===== src/rtl/ifu_pkg.sv =====
// Shared types and constants for the instruction fetch unit.
package ifu_pkg;

  typedef enum logic [1:0] {
    IDLE = 2'd0,
    REQ  = 2'd1,
    WAIT = 2'd2,
    HOLD = 2'd3
  } ifu_state_t;

  localparam logic [31:0] RESET_PC_DEFAULT = 32'h0000_0000;
  localparam int INSTR_W = 32;

  // MIPS instruction field positions
  localparam int OP_HI  = 31;
  localparam int OP_LO  = 26;
  localparam int IMM_W  = 16;
  localparam int JIDX_W = 26;

endpackage


===== src/rtl/npc_gen.sv =====
// Combinational next-PC generator: sequential, branch and jump targets.
module npc_gen
  import ifu_pkg::*;
(
  input  logic [31:0]        pc,
  input  logic [INSTR_W-1:0] instr,
  input  logic               pcsrc,
  input  logic               jump,
  output logic [31:0]        pcplus4,
  output logic [31:0]        npc
);

  logic [31:0] branch_off;
  logic [31:0] branch_tgt;
  logic [31:0] jump_tgt;
  logic        unused_op;

  // The opcode field plays no part in target arithmetic
  assign unused_op = ^instr[OP_HI:OP_LO];

  // Compute all candidate targets, jump wins over branch
  always_comb begin
    pcplus4    = pc + 32'd4;
    branch_off = {{(32 - IMM_W - 2){instr[IMM_W-1]}}, instr[IMM_W-1:0], 2'b00};
    branch_tgt = pcplus4 + branch_off;
    jump_tgt   = {pcplus4[31:28], instr[JIDX_W-1:0], 2'b00};
    if (jump) begin
      npc = jump_tgt;
    end else if (pcsrc) begin
      npc = branch_tgt;
    end else begin
      npc = pcplus4;
    end
  end

endmodule


===== src/rtl/ifetch_unit.sv =====
// Multi-cycle instruction fetch unit: owns the PC, issues one memory read
// at a time, holds the fetched word for decode and advances on retire.
module ifetch_unit
  import ifu_pkg::*;
#(
  parameter logic [31:0] RESET_PC = RESET_PC_DEFAULT
) (
  input  logic               clk,
  input  logic               rst_n,
  output logic               imem_req,
  output logic [31:0]        imem_addr,
  input  logic               imem_ready,
  input  logic               imem_rvalid,
  input  logic [INSTR_W-1:0] imem_rdata,
  output logic [INSTR_W-1:0] instr,
  output logic               instr_valid,
  input  logic               instr_ready,
  input  logic               pcsrc,
  input  logic               jump,
  output logic [31:0]        pc,
  output logic [31:0]        pcplus4,
  output logic [31:0]        instret
);

  ifu_state_t  state;
  logic [31:0] npc;

  npc_gen u_npc_gen (
    .pc      (pc),
    .instr   (instr),
    .pcsrc   (pcsrc),
    .jump    (jump),
    .pcplus4 (pcplus4),
    .npc     (npc)
  );

  // The address bus always shows the registered PC
  assign imem_addr = pc;

  // Fetch FSM with registered request/valid outputs, PC, instruction and counter
  always_ff @(posedge clk or negedge rst_n) begin
    if (!rst_n) begin
      state       <= IDLE;
      pc          <= RESET_PC;
      instr       <= '0;
      instr_valid <= 1'b0;
      imem_req    <= 1'b0;
      instret     <= '0;
    end else begin
      case (state)
        IDLE: begin
          state    <= REQ;
          imem_req <= 1'b1;
        end
        REQ: begin
          if (imem_ready) begin
            state    <= WAIT;
            imem_req <= 1'b0;
          end
        end
        WAIT: begin
          if (imem_rvalid) begin
            instr       <= imem_rdata;
            instr_valid <= 1'b1;
            state       <= HOLD;
          end
        end
        HOLD: begin
          if (instr_ready) begin
            pc          <= npc;
            instret     <= instret + 32'd1;
            instr_valid <= 1'b0;
            imem_req    <= 1'b1;
            state       <= REQ;
          end
        end
        default: begin
          state       <= IDLE;
          imem_req    <= 1'b0;
          instr_valid <= 1'b0;
        end
      endcase
    end
  end

endmodule

===== config.mk =====
export PLATFORM = sky130hd
export DESIGN_NAME = ifetch_unit
export DESIGN_NICKNAME = d
export VERILOG_FILES = /design/src/rtl/ifu_pkg.sv /design/src/rtl/npc_gen.sv /design/src/rtl/ifetch_unit.sv
export SDC_FILE = /design/constraint.sdc
export NUM_CORES = 1
export LEC_CHECK = 0
export ABC_AREA = 0
export BUFFER_PORTS_ARGS = -buffer_cell sky130_fd_sc_hd__buf_2
export CAP_MARGIN = 20
export CORE_ASPECT_RATIO = 1.25
export CORE_MARGIN = 3
export CORE_UTILIZATION = 35
export DETAILED_ROUTE_END_ITERATION = 7
export GPL_TIMING_DRIVEN = 0
export SYNTH_ARGS = -nofsm -noshare
export SYNTH_HDL_FRONTEND = slang
export SYNTH_SLANG_ARGS = --single-unit

===== constraint.sdc =====
create_clock -name clk -period 3.35 [get_ports clk]
set_input_delay 1.005 -clock clk [delete_from_list [all_inputs] [get_ports clk]]
set_output_delay 1.005 -clock clk [all_outputs]
set_load 0.02 [all_outputs]

Yosys cells after proc, flatten, opt, wreduce, memory -nomap -nowiden
Index checks and enable logic that the tools add are counted. W data, S select, Z words.

Flip-flop bits (word level): 100. Input port bits: 39. Logic and storage cells: 35.

$add $sub $neg: 3. Equality and inequality tests: 6. Multiplexer cells: 12. Reduce and logical (&&, ||, !) cells: 8.

Operator list (number): $mux W32 (2); $add A32 B1 Y32 const B (1); $add A32 B3 Y32 const B (1); $add A32 B32 Y32 (1); $reduce_and A3 Y1 (3); $pmux W2 S4 (1); $mux W2 (3); $ne A2 B2 Y1 const B (3); $eq A2 B2 Y1 const B (2); $mux W1 (4); $reduce_and A2 Y1 (2); $pmux W1 S3 (1); $reduce_bool A3 Y1 (1); $eq A2 B1 Y1 const B (1); $logic_not A2 Y1 (1); $pmux W1 S2 (1); $reduce_bool A2 Y1 (1).

Logic depth before layout (Yosys ltp)
Word-level depth: 4. Depth in mapped cells: 17. Gate-level depth less buffers: 16.

Modules after synthesis
From an unflattened synthesis, not the netlist that was laid out.

Cells, all modules: 734. Area total of the unflattened synthesis: 7094.3 um^2.

Modules (own cells, without submodules): ifetch_unit (times used 1, cells each 328, area each 4334.2 um^2, seq. area each 2502.4 um^2); npc_gen (times used 1, cells each 406, area each 2760.1 um^2, seq. area each 0.0 um^2).

Worst setup path before layout
No wires, ideal clock.

Path type: register to register. Start: register pc[4] (netlist: imem_addr[4]). End: register pc[31] (netlist: imem_addr[31]). Library setup time: 0.081 ns. Data arrival time: 4.073 ns. Required time: 3.269 ns. Path slack: -0.803 ns. Cell stages (with the launch flop): 18. Buffers on the path: 2. Clock period less this slack: 4.153 ns. Cells stage by stage: dfrtp_1 -> buf_4 -> and4_1 -> nand3_2 -> nor3_1 -> nand3_1 -> xnor2_1 -> ha_1 -> clkbuf_1 -> a21o_1 -> a21o_1 -> a21o_1 -> a21o_1 -> a211oi_1 -> a21oi_1 -> a2bb2o_1 -> nor3_2 -> xnor2_1.

Cells in the longest elaborated chain, start to end: 4.

RTL lines: start: declaration (line ifetch_unit.sv:20) `output logic [31:0] pc,`; start signal: assignment (line ifetch_unit.sv:70) `pc <= npc;`; $add A32 B3 Y32 (line npc_gen.sv:23) `pcplus4 = pc + 32'd4;`; via pcplus4[22] (line ifetch_unit.sv:21) `output logic [31:0] pcplus4,`; $add A32 B32 Y32 (line npc_gen.sv:25) `branch_tgt = pcplus4 + branch_off;`; $mux W32 (line npc_gen.sv:29) `end else if (pcsrc) begin`; $mux W32 (line npc_gen.sv:27) `if (jump) begin`.

The timed path passes the listed nets, and every way through them passes these cells. A chain may end at the register's enable or synchronous reset.

Final worst setup path
Start: register pc[7] (netlist: imem_addr[7]). End: register pc[23] (netlist: imem_addr[23]).

Cells in the longest elaborated chain, start to end: 4.

RTL lines (line): $add A32 B3 Y32 * (npc_gen.sv:23); $add A32 B32 Y32 (npc_gen.sv:25); $mux W32 * (npc_gen.sv:29); $mux W32 * (npc_gen.sv:27).

Every way passes the cells marked *; elsewhere a longest branch is shown, timed or not.

==> impl_summary.md <==
Synth
In the synthesized netlist the async set-or-reset flop fraction comes to 100%. The count of synthesis-stage warnings from yosys is 0. The cell count after synthesis came out at 754. The sequential area share after synthesis is 35.6%. After synthesis, the netlist uses 65 different library cells. The dominant register cell in the synthesized netlist is sky130_fd_sc_hd__dfrtp_1. In the synthesized netlist, the cells that appear most often are 98 x sky130_fd_sc_hd__dfrtp_1, 77 x sky130_fd_sc_hd__nand2_1, 55 x sky130_fd_sc_hd__xnor2_1. Each instance of the synthesized netlist takes up on average 9.15 sq um. Of all cell types, the one taking the most synthesized area is sky130_fd_sc_hd__dfrtp_1.

Among all cell types in the netlist, the one instantiated most often is sky130_fd_sc_hd__dfrtp_1. The count of flip-flops with a built-in enable after synthesis is 0. The share of synthesized area in the top cell type comes to 35.6%. The synthesis-stage register bit count is 98.

By area the synthesized netlist is led by sky130_fd_sc_hd__dfrtp_1 36%, sky130_fd_sc_hd__ha_1 7.6%, sky130_fd_sc_hd__xnor2_1 7.0%, sky130_fd_sc_hd__mux2_2 5.6%, sky130_fd_sc_hd__nand2_1 4.2%. The post-synth design cell area is 6900 sq um.

Global routing
Summed over all layers, the global routing overflow is 0. Entering global routing, the biggest net connects 68 pins. The first global-routing pass estimated 37,000 um of wire.

The via count of the first global-routing pass was 6,684. The total track usage is 21.7%. The number of antenna violations at the first check in global routing came to 0.

Timing
The count of final max-slew check failures is 0. On the final layout, the worst hold slack is 483 ps. Summed over all failing endpoints, the final setup total negative slack is -1340 ps.

In this run the tightest slew margin relative to its limit is 46.9%. The post-route worst setup slack is -266 ps. The final number of hold-violating endpoints is 0. The maximum clock frequency is 277 MHz. Of the available clock period, the critical path in the final layout requires 108%.

For the pin with the worst max-slew slack, the measured transition is 796 ps. The shortest period the worst path allows is 3620 ps. Setup violations remaining at the end of the flow were counted as 12. Across the routed clock network, the largest skew measured is 14.2 ps. Setup repair after global routing could not meet its margin everywhere.

Clock network
In this run the deepest clock path goes through 2 buffers. TritonCTS built the clock tree. The clock net sink count is 98. The CTS root buffer is sky130_fd_sc_hd__clkbuf_16. The clock latency reported for the late side of the worst-skew pair is 370 ps. Clock tree synthesis inserted a total of 9 buffers. Clock-pin slew was measured on the worst setup and hold paths at 80 ps. The number of levels the H-tree was split into is 3. The count of hold buffers inserted by post-cts repair is 0.

Routing
For this run, design rule violations remaining after detail routing come to 0. After the first detailed-routing iteration, the DRC count stood at 557. Dividing the detail-routed via count by the number of cells gives 5.24.

The routed layout has 6,815 vias. The total iterations of the first detailed-routing run is 5. The detail route stage leaves a number of antenna-violating nets equal to 0. The overall routed net length is 24,000 um. After detailed routing, the average wire length per cell comes to 18.4 um.

Worst setup path
The origin of the worst setup path is imem_addr[7]. The startpoint of the worst-slack reg-to-reg timing path is imem_addr[7]. The category of the critical setup timing path is reg2reg. The required time at the endpoint of the critical path is 3570 ps. The critical path startpoint category is a flop.

Data on the critical path arrives at its endpoint at 3830 ps. The endpoint class of the critical path is a flop. Along the worst path, the maximum fanout reaches 6.

Pwr
Summing internal, switching and leakage power gives 11.2 mW. The maximum resistive drop on vdd is 0.000451 V. The standby leakage power is 4.83 nW. The power density of the placed cells is 1120 nW/um^2.

Floorplanning
The die area is 21,400 sq um. The I/O pin count is 201. After floorplanning, the core was divided into 56 placement rows. The floorplan step set the die width to 132 um. The die is 163 um tall. Once the floorplan was initialized, standard cells occupied 36.2% of the core. The core region area is 19,100 sq um.

Placed design
Including well taps, the total number of placed cells is 1,214. The worst slack at placement is -650 ps. The half-perimeter wire length after placement is 17,000 um. The count of buffers inserted at the top-level ports is 193. The final weighted congestion of routability-driven global placement is 0.940.

Finish
After the last flow step, the layout net total stands at 1,116. The number of antenna diodes in the final layout is 0. The area added between synthesis and finish is 45.2%. The number of non-filler instances in the completed layout is 1,300. The ratio of cells with drive above 1 in the final layout is 46.7%.

Worst hold path
The beginning of the worst hold path is instret[27]. The min-delay analysis places its worst path in the category reg2reg.

Outcome
The final reports fail on setup timing. The run finished, with violations left.

Job
Max-cap violations in this run came to 0.
[flip-flops by register name, indices dropped and copies added, names as in the netlist]
signal	count
instr	32
instret	32
imem_addr	30
state	2
imem_req	1
instr_valid	1
[final timing paths]
| check | cells after the start | endpoint | slack, ps |
|---|---|---|---|
| worst max-delay path | 13 | imem_addr[23] | -270 |
| worst min-delay path | 1 | instret[27] | 480 |
| worst max register to register | 13 | imem_addr[23] | -270 |
| worst min register to register | 1 | instret[27] | 480 |
| max in group asynchronous | 2 | imem_addr[7] | 2020 |
| min in group asynchronous | 1 | instr[6] | 600 |
[logic make-up (layout without fill, tap and decap cells)]
family | Yosys count | in the layout | synth area share [%]
flops | 98 | 98 | 35.6
mux | 40 | 40 | 6.42
compound gates | 172 | 172 | 15.9
simple gates | 239 | 239 | 17.4
xor+xnor | 81 | 81 | 10.3
other cells | 1 | 6 | 0.0544
buf+inv | 80 | 360 | 6.51
fa+ha+maj | 43 | 43 | 7.91
[final cells by class]
class                   instances  area, sq um
fillers                      1813         9040
clock inverters                 7         78.8
inverters                      16         60.1
repair buffers                271         1650
well taps                     261          327
plain buffers                  57          350
clock buffers                   9          225
multi-input cells             581         4850
flip-flops and latches         98         2470
[stage by stage]
stage / utilization [%] / cell area (sq um)
6_report: 52.6 / 10000
5_1_grt: 52.6 / 10000
4_1_cts: 50.3 / 9590
3_5_place_dp: 45.1 / 8590
3_3_place_gp: 44.9 / 8560
2_1_floorplan: - / 7270
[timing repair]
action	in CTS	in global routing
gates resized for setup	64	50
pin swaps	49	51
setup buffers	52	25
endpoints found under the setup margin	29	29
[per-layer routing]
layer  part of all wire, %  vias up  track usage (%)
met4                   2.5        0             7.74
met1                    41     3342             27.4
met3                   6.2       42             3.96
met5                     0        -                0
met2                    50      237             37.3
li1                      -     3194                -
[critical path: stages (launching register included)]
cell and delay [ps]:
sky130_fd_sc_hd__dfrtp_2 390, sky130_fd_sc_hd__and4_4 260, sky130_fd_sc_hd__nand4_1 150, sky130_fd_sc_hd__xnor2_2 280
sky130_fd_sc_hd__ha_1 360, sky130_fd_sc_hd__and4_4 220, sky130_fd_sc_hd__a221o_1 360, sky130_fd_sc_hd__a41oi_4 270
sky130_fd_sc_hd__a21oi_4 100, sky130_fd_sc_hd__o211ai_1 360, sky130_fd_sc_hd__a21oi_2 140, sky130_fd_sc_hd__or3_1 390
sky130_fd_sc_hd__nand3_2 90, sky130_fd_sc_hd__a31oi_1 80
[cells in the final DEF (no fill, tap or decap), types with 9 or more instances in the layout]
master and n:
sky130_fd_sc_hd__dfrtp_1 81, sky130_fd_sc_hd__xor2_1 21, sky130_fd_sc_hd__clkbuf_1 14, sky130_fd_sc_hd__buf_2 187, sky130_fd_sc_hd__ha_4 11, sky130_fd_sc_hd__clkbuf_16 9, sky130_fd_sc_hd__o21ai_0 38, sky130_fd_sc_hd__dfrtp_2 17
sky130_fd_sc_hd__xnor2_2 12, sky130_fd_sc_hd__and3_1 12, sky130_fd_sc_hd__buf_4 108, sky130_fd_sc_hd__a21o_1 23, sky130_fd_sc_hd__nand3_1 22, sky130_fd_sc_hd__a21oi_2 9, sky130_fd_sc_hd__nand2_1 72, sky130_fd_sc_hd__mux2_2 34
sky130_fd_sc_hd__buf_6 11, sky130_fd_sc_hd__nand4_1 17, sky130_fd_sc_hd__a21oi_1 34, sky130_fd_sc_hd__nor2_1 48, sky130_fd_sc_hd__xnor2_1 37, sky130_fd_sc_hd__inv_1 16, sky130_fd_sc_hd__ha_1 27
[power by group]
| part | total [mW] | leakage (nW) | internal [mW] | switching, mW |
|---|---|---|---|---|
| clock | 1.12 | 0.150 | 0.536 | 0.579 |
| sequential | 2.28 | 1.20 | 1.62 | 0.661 |
| combinational | 7.78 | 3.48 | 3.45 | 4.33 |
No activity file was read; power rests on OpenSTA's default activity.
